==> src/rtl/dmem_arbiter.sv <==
// Two-port (cpu / loader) arbiter in front of a single-ported data memory.
// Round-robin by default; define DMEM_ARB_FIXED_PRIO_EN for fixed cpu priority.
module dmem_arbiter #(
  parameter int unsigned ADDR_W = 64,
  parameter int unsigned DATA_W = 64
) (
  input  logic              clk,
  input  logic              reset,
  input  logic              cpu_req,
  input  logic              cpu_we,
  input  logic [ADDR_W-1:0] cpu_addr,
  input  logic [DATA_W-1:0] cpu_wdata,
  output logic              cpu_gnt,
  output logic              cpu_stall,
  output logic              cpu_rvalid,
  output logic [DATA_W-1:0] cpu_rdata,
  input  logic              ld_req,
  input  logic              ld_we,
  input  logic [ADDR_W-1:0] ld_addr,
  input  logic [DATA_W-1:0] ld_wdata,
  output logic              ld_gnt,
  output logic              ld_rvalid,
  output logic [DATA_W-1:0] ld_rdata,
  output logic              mem_en,
  output logic              mem_we,
  output logic [ADDR_W-1:0] mem_addr,
  output logic [DATA_W-1:0] mem_wdata,
  input  logic [DATA_W-1:0] mem_rdata,
  output logic [15:0]       cpu_gnt_cnt,
  output logic [15:0]       ld_gnt_cnt
);

  typedef enum logic {
    OWN_CPU = 1'b0,
    OWN_LD  = 1'b1
  } owner_e;

  owner_e            last_gnt;
  owner_e            owner;
  logic              rd_pend;
  logic              cpu_win;
  logic [DATA_W-1:0] cpu_rdata_q;
  logic [DATA_W-1:0] ld_rdata_q;
  logic [15:0]       cpu_cnt;
  logic [15:0]       ld_cnt;

  // Grants are gated by reset so nothing reaches memory while reset is held.
  always_comb begin
    cpu_gnt = 1'b0;
    ld_gnt  = 1'b0;
`ifdef DMEM_ARB_FIXED_PRIO_EN
    cpu_win = 1'b1;
`else
    cpu_win = (last_gnt == OWN_LD);
`endif
    if (reset) begin
      if (cpu_req && (!ld_req || cpu_win)) begin
        cpu_gnt = 1'b1;
      end else if (ld_req) begin
        ld_gnt = 1'b1;
      end
    end
  end

  always_comb begin
    mem_en    = cpu_gnt | ld_gnt;
    mem_we    = 1'b0;
    mem_addr  = '0;
    mem_wdata = '0;
    if (cpu_gnt) begin
      mem_we    = cpu_we;
      mem_addr  = cpu_addr;
      mem_wdata = cpu_wdata;
    end else if (ld_gnt) begin
      mem_we    = ld_we;
      mem_addr  = ld_addr;
      mem_wdata = ld_wdata;
    end
  end

  assign cpu_stall = reset & cpu_req & ~cpu_gnt;

  // Memory returns read data one cycle after the command; route it by the owner tag.
  assign cpu_rvalid  = rd_pend && (owner == OWN_CPU);
  assign ld_rvalid   = rd_pend && (owner == OWN_LD);
  assign cpu_rdata   = cpu_rvalid ? mem_rdata : cpu_rdata_q;
  assign ld_rdata    = ld_rvalid  ? mem_rdata : ld_rdata_q;
  assign cpu_gnt_cnt = cpu_cnt;
  assign ld_gnt_cnt  = ld_cnt;

  always_ff @(posedge clk or negedge reset) begin
    if (!reset) begin
      last_gnt    <= OWN_LD;
      owner       <= OWN_CPU;
      rd_pend     <= 1'b0;
      cpu_rdata_q <= '0;
      ld_rdata_q  <= '0;
      cpu_cnt     <= '0;
      ld_cnt      <= '0;
    end else begin
      if (cpu_gnt) begin
        last_gnt <= OWN_CPU;
      end else if (ld_gnt) begin
        last_gnt <= OWN_LD;
      end
      rd_pend <= mem_en & ~mem_we;
      if (mem_en) begin
        owner <= ld_gnt ? OWN_LD : OWN_CPU;
      end
      if (cpu_rvalid) begin
        cpu_rdata_q <= mem_rdata;
      end
      if (ld_rvalid) begin
        ld_rdata_q <= mem_rdata;
      end
      if (cpu_gnt && (cpu_cnt != '1)) begin
        cpu_cnt <= cpu_cnt + 16'd1;
      end
      if (ld_gnt && (ld_cnt != '1)) begin
        ld_cnt <= ld_cnt + 16'd1;
      end
    end
  end

endmodule

==> config.mk <==
export PLATFORM = sky130hd
export DESIGN_NAME = dmem_arbiter
export DESIGN_NICKNAME = d
export VERILOG_FILES = /design/src/rtl/dmem_arbiter.sv
export SDC_FILE = /design/constraint.sdc
export NUM_CORES = 1
export LEC_CHECK = 0
export CAP_MARGIN = 20
export CORE_AREA = 2 2 239 241
export CTS_CLUSTER_DIAMETER = 30
export DETAILED_ROUTE_END_ITERATION = 7
export DIE_AREA = 0 0 241 243
export PLACE_DENSITY = 0.37
export RECOVER_POWER = 25
export SLEW_MARGIN = 40
export SYNTH_ARGS = -nofsm -noshare
export SYNTH_HDL_FRONTEND = slang
export SYNTH_SLANG_ARGS = --single-unit
==> constraint.sdc <==
create_clock -name clk -period 4.54 [get_ports clk]
set_clock_uncertainty 0.2 [all_clocks]
set_input_delay 1.135 -clock clk [delete_from_list [all_inputs] [get_ports clk]]
set_output_delay 1.135 -clock clk [all_outputs]
set_load 0.05 [all_outputs]
After elaboration in Yosys (flattened, before gate mapping)
Index checks and enable logic that the tools add are counted.
{"block": "totals", "register_bits": 163, "in_bits": 326, "out_inout_bits": 295}
{"block": "classes", "add_sub_neg": 2, "eq_ne": 2, "muxes": 16, "bitwise_logic": 7, "n_reduce_logical": 8}
{"cell": "64-bit two-way mux", "n": 6}
{"cell": "16-bit by 1-bit adder with 16-bit output, second input constant", "n": 2}
{"cell": "16-bit != test, second input constant", "n": 2}
{"cell": "1-bit two-way mux", "n": 10}
{"cell": "1-bit logical AND", "n": 5}
{"cell": "1-bit bitwise AND", "n": 3}
{"cell": "1-bit inverter", "n": 3}
{"cell": "2-bit nonzero test", "n": 1}
{"cell": "1-bit zero test", "n": 1}
{"cell": "1-bit logical OR", "n": 1}
{"cell": "1-bit bitwise OR", "n": 1}

Depth between registers and ports, before layout
{"block": "depth", "word_depth": 9, "depth_mapped": 6, "mapped_depth_nobuf": 5}

Least setup slack after synthesis
No wires, ideal clock.
{"block": "synth_path", "path_type": "input -> output", "start": "in reset", "end": "out mem_addr[54]", "t_arrival_ns": 2.695, "setup_slack_ns": 0.510, "path_stages": 5, "path_buffers": 1, "cell_sequence": "and2_1 > nand2_1 > inv_2 > clkbuf_1 > a22o_1"}
{"item": "start: declaration", "line": "8", "text": "input logic reset,"}
{"item": "1-bit two-way mux", "line": "56", "text": "if (reset) begin"}
{"item": "via cpu_gnt", "line": "13", "text": "output logic cpu_gnt,"}
{"item": "64-bit two-way mux", "line": "70", "text": "if (cpu_gnt) begin"}
{"item": "end: declaration", "line": "26", "text": "output logic [ADDR_W-1:0] mem_addr,"}
The timed path passes the listed nets, and every way through them passes these cells.

Worst setup path in the final report
{"block": "layout_path", "start": "in cpu_req", "end": "out mem_addr[6]"}
{"block": "layout_via", "elab_chain_len": 5}
{"item": "start: declaration", "line": "9", "text": "input logic cpu_req,"}
{"item": "1-bit logical AND (*)", "line": "57", "text": "if (cpu_req && (!ld_req || cpu_win)) begin"}
{"item": "1-bit two-way mux", "line": "57"}
{"item": "1-bit two-way mux", "line": "56"}
{"item": "64-bit two-way mux", "line": "74", "text": "end else if (ld_gnt) begin"}
{"item": "64-bit two-way mux (*)", "line": "70"}
Mark *: on every way between the ends. The rest lies on a longest branch, timed or not.

==> flow_summary.toml <==
[power]
ir_drop_mv = 0.1810
cellLeakagePower_nw = 6.747
cellPowerDensity_nw_per_um2 = 458.3

[critical_path]
crit_required_ns = 3.20
cp_slowest_cell = "clkdlybuf4s50_1"
criticalPathCategory = "primary input to output pin"
crit_top_cell = "buf_12"
reg2reg_from = "cpu_gnt_cnt[0]"
rrSetupSlack_ns = 2.39
path_max_fanout = 46
crit_family = "buffers and inverters"
cp.arrival_ns = 3.01
crit_chain = "clkdlybuf4s50_1 > nand2_1 > nand3_1 > inv_4 > buf_12 > a22o_1 > buf_12"
crit_start = "cpu_req"
worstSetupEndpointType = "output pin"
critPathLaunchType = "primary input"
cpPeakStageDelay_ns = 0.51
cp_num_buf_inv = 4

[synth]
ys_ff_latch = 163
avgSynthCellArea_um2 = 13.06
synth_enable_flop_cells = 0
yosys_warnings = 0
synthArstFlopShare_pct = 100.0
ys_seq_area_share_pct = 52.68
synth_nets = 921
synth_cell_types = 41
synth_ff_type = "dfrtp_1"
synth_cells = 593
netlist_area_um2 = 7745

[cts]
cts_hold_buf = 0
ctsHtreeMaxLevel = 4
cts_resized = 0
path_clk_slew_ns = 0.06
cts_buffers = 17
root_buffer = "clkbuf_16"
cts_buffer_depth = 2
cts_tree = "done"
postCtsSetupBuffers = 0
cts_sinks = 163
clk_latency_ns = 0.45

[outcome]
outcome = "finished clean"

[sta]
fin_ws_ns = 0.1960
rsz0062_at_grt = "no"
period_minus_slack_ns = 4.344
fin_setup_tns_ns = 0
setup_viol = 0
slew_headroom_pct = 55.67
max_freq_mhz = 230.2
worstMarginPinSlew_ns = 0.6628
finalHoldViolCount = 0
final_max_slew_viol_count = 0
fin_crit_sh_pct = 95.68

[floorplan]
num_io_pins = 621
die_area_um2 = 58560
die_h_um = 243
initial_core_util_pct = 13.84
rows = 87
fp.coreArea_um2 = 55950
die_w_um = 241

[place]
hpwl_mm = 39.62
io_buffers = 620
dp_slack_ns = 0.1649
place_congestion = 0.9196

[layout]
final_cell_mix = "clkdlybuf4s50_1 (474), dfrtp_1 (162), buf_12 (137), a22o_1 (129), mux2_2 (78)"
nets = 1534
area_growth_pct = 117.3
drive_gt1_share_pct = 22.62
final_common_cell = "clkdlybuf4s50_1"

[grt]
grt_pass1_vias = 8083
grt_max_degree = 66
antenna_found_initial = 15
grt.total_usage_pct = 15.72
grt_pass1_wl_mm = 63.86
grt_overflow = 0

[detailed_routing]
wl_mm = 47.13
highest_layer = "met5"
vias = 7626
post_drt_wl_per_cell_um = 23.77
drc = 0
drt-met1-wl_mm = 16.51
vias_per_cell = 3.846
wl_met2_mm = 25.00
dr_wl_met3_mm = 4.314
ant_nets = 0
drtIter0Drc = 300
dr.pass1.iters = 6

[min_path]
hold_path_startpoint = "cpu_rdata_q[7]"
hp-class = "register to register"

[job]
drv_cap = 0
-- path summary, 6_finish.rpt --
check,to,depth (start not counted)
worst max-delay path,mem_addr[6],7
min in group asynchronous,cpu_gnt_cnt[0],1
max in group asynchronous,ld_rdata_q[35],4
worst min-delay path,cpu_rdata_q[7],1
worst min register to register,cpu_rdata_q[7],1
worst max register to register,cpu_gnt_cnt[15],5
-- report_power, final --
group	total, mW	leakage [nW]	internal [mW]	switching [mW]
Sequential	2.01	1.95	1.85	0.165
Combinational	4.25	4.53	1.63	2.63
Clock	1.45	0.271	0.831	0.615
Total	7.71	6.75	4.30	3.41
-- synth_stat cells (2+ instances only) --
master | number | share of area [%]
a22o_1 | 129 | 15
clkbuf_1 | 19 | 0.92
a21oi_1 | 2 | 0.13
mux2_1 | 3 | 0.44
nor3b_2 | 2 | 0.32
nor4_1 | 7 | 0.57
nand2b_1 | 2 | 0.16
dfrtp_1 | 162 | 52
inv_1 | 2 | 0.097
buf_1 | 3 | 0.15
nor2b_1 | 2 | 0.16
nor2_1 | 7 | 0.34
nand4_1 | 12 | 0.97
nand2_1 | 16 | 0.78
nor3_1 | 14 | 0.90
mux2_2 | 128 | 19
inv_2 | 2 | 0.097
o21ai_0 | 2 | 0.13
nand3_1 | 9 | 0.58
xor2_1 | 26 | 2.9
ha_1 | 2 | 0.32
buf_2 | 21 | 1.4
nor4_2 | 3 | 0.48
-- per-layer routing --
metal  track usage [%]  vias to the layer above
li1                  -                     3502
met1             15.99                     3733
met2             28.34                      337
met3             6.391                       44
met4             6.227                       10
met5                 0                        -
-- worst register-to-register path: cells and delay by family, from the launching register on --
family,cells,cell delay (ns)
and+or+nand+nor,3,0.93
DFF,1,0.46
adders and majority gates,1,0.25
xor gates and xnor gates,1,0.17
-- registers in the layout, indices dropped and copies added, names as in the netlist --
name / cells
rd_pend: 1
cpu_rdata_q: 64
owner: 1
cpu_win: 1
cpu_gnt_cnt: 16
ld_rdata_q: 64
ld_gnt_cnt: 16
-- logic make-up (layout without fill, tap and decap cells) --
family | Yosys count | after routing | synth area share, %
AOI/OAI and AO/OA | 136 | 136 | 15.14
xor gates and xnor gates | 26 | 26 | 2.940
adders and majority gates | 2 | 2 | 0.3231
buffers and inverters | 47 | 670 | 2.617
DFF | 163 | 163 | 52.68
muxes | 131 | 131 | 19.05
other | 0 | 11 | 0
and+or+nand+nor | 88 | 88 | 7.254
-- final cells by class --
class,count,area (um^2)
Clock buffer,21,460.4
Sequential cell,163,4080
Antenna cell,11,27.53
Clock inverter,8,106.4
Fill cell,5812,39120
Timing Repair Buffer,637,7719
Tap cell,756,945.9
Multi-Input combinational cell,383,3470
Inverter,4,20.02
-- through the flow --
step / util (%) / total power, mW / instance area, um^2 / hold WS [ns] / std cells
2_1_floorplan: - / 4.511 / 7745 / 0.2676 / 593
5_1_grt: 30.06 / 8.051 / 16820 / 0.3067 / 1978
4_1_cts: 30.03 / 7.899 / 16800 / 0.2942 / 1972
3_3_place_gp: 29.02 / 6.378 / 16230 / 0.2768 / 1943
6_report: 30.08 / 7.712 / 16830 / 0.2772 / 1983
3_5_place_dp: 29.02 / 6.391 / 16240 / 0.2806 / 1943
No activity file was read; power rests on OpenSTA's default activity.
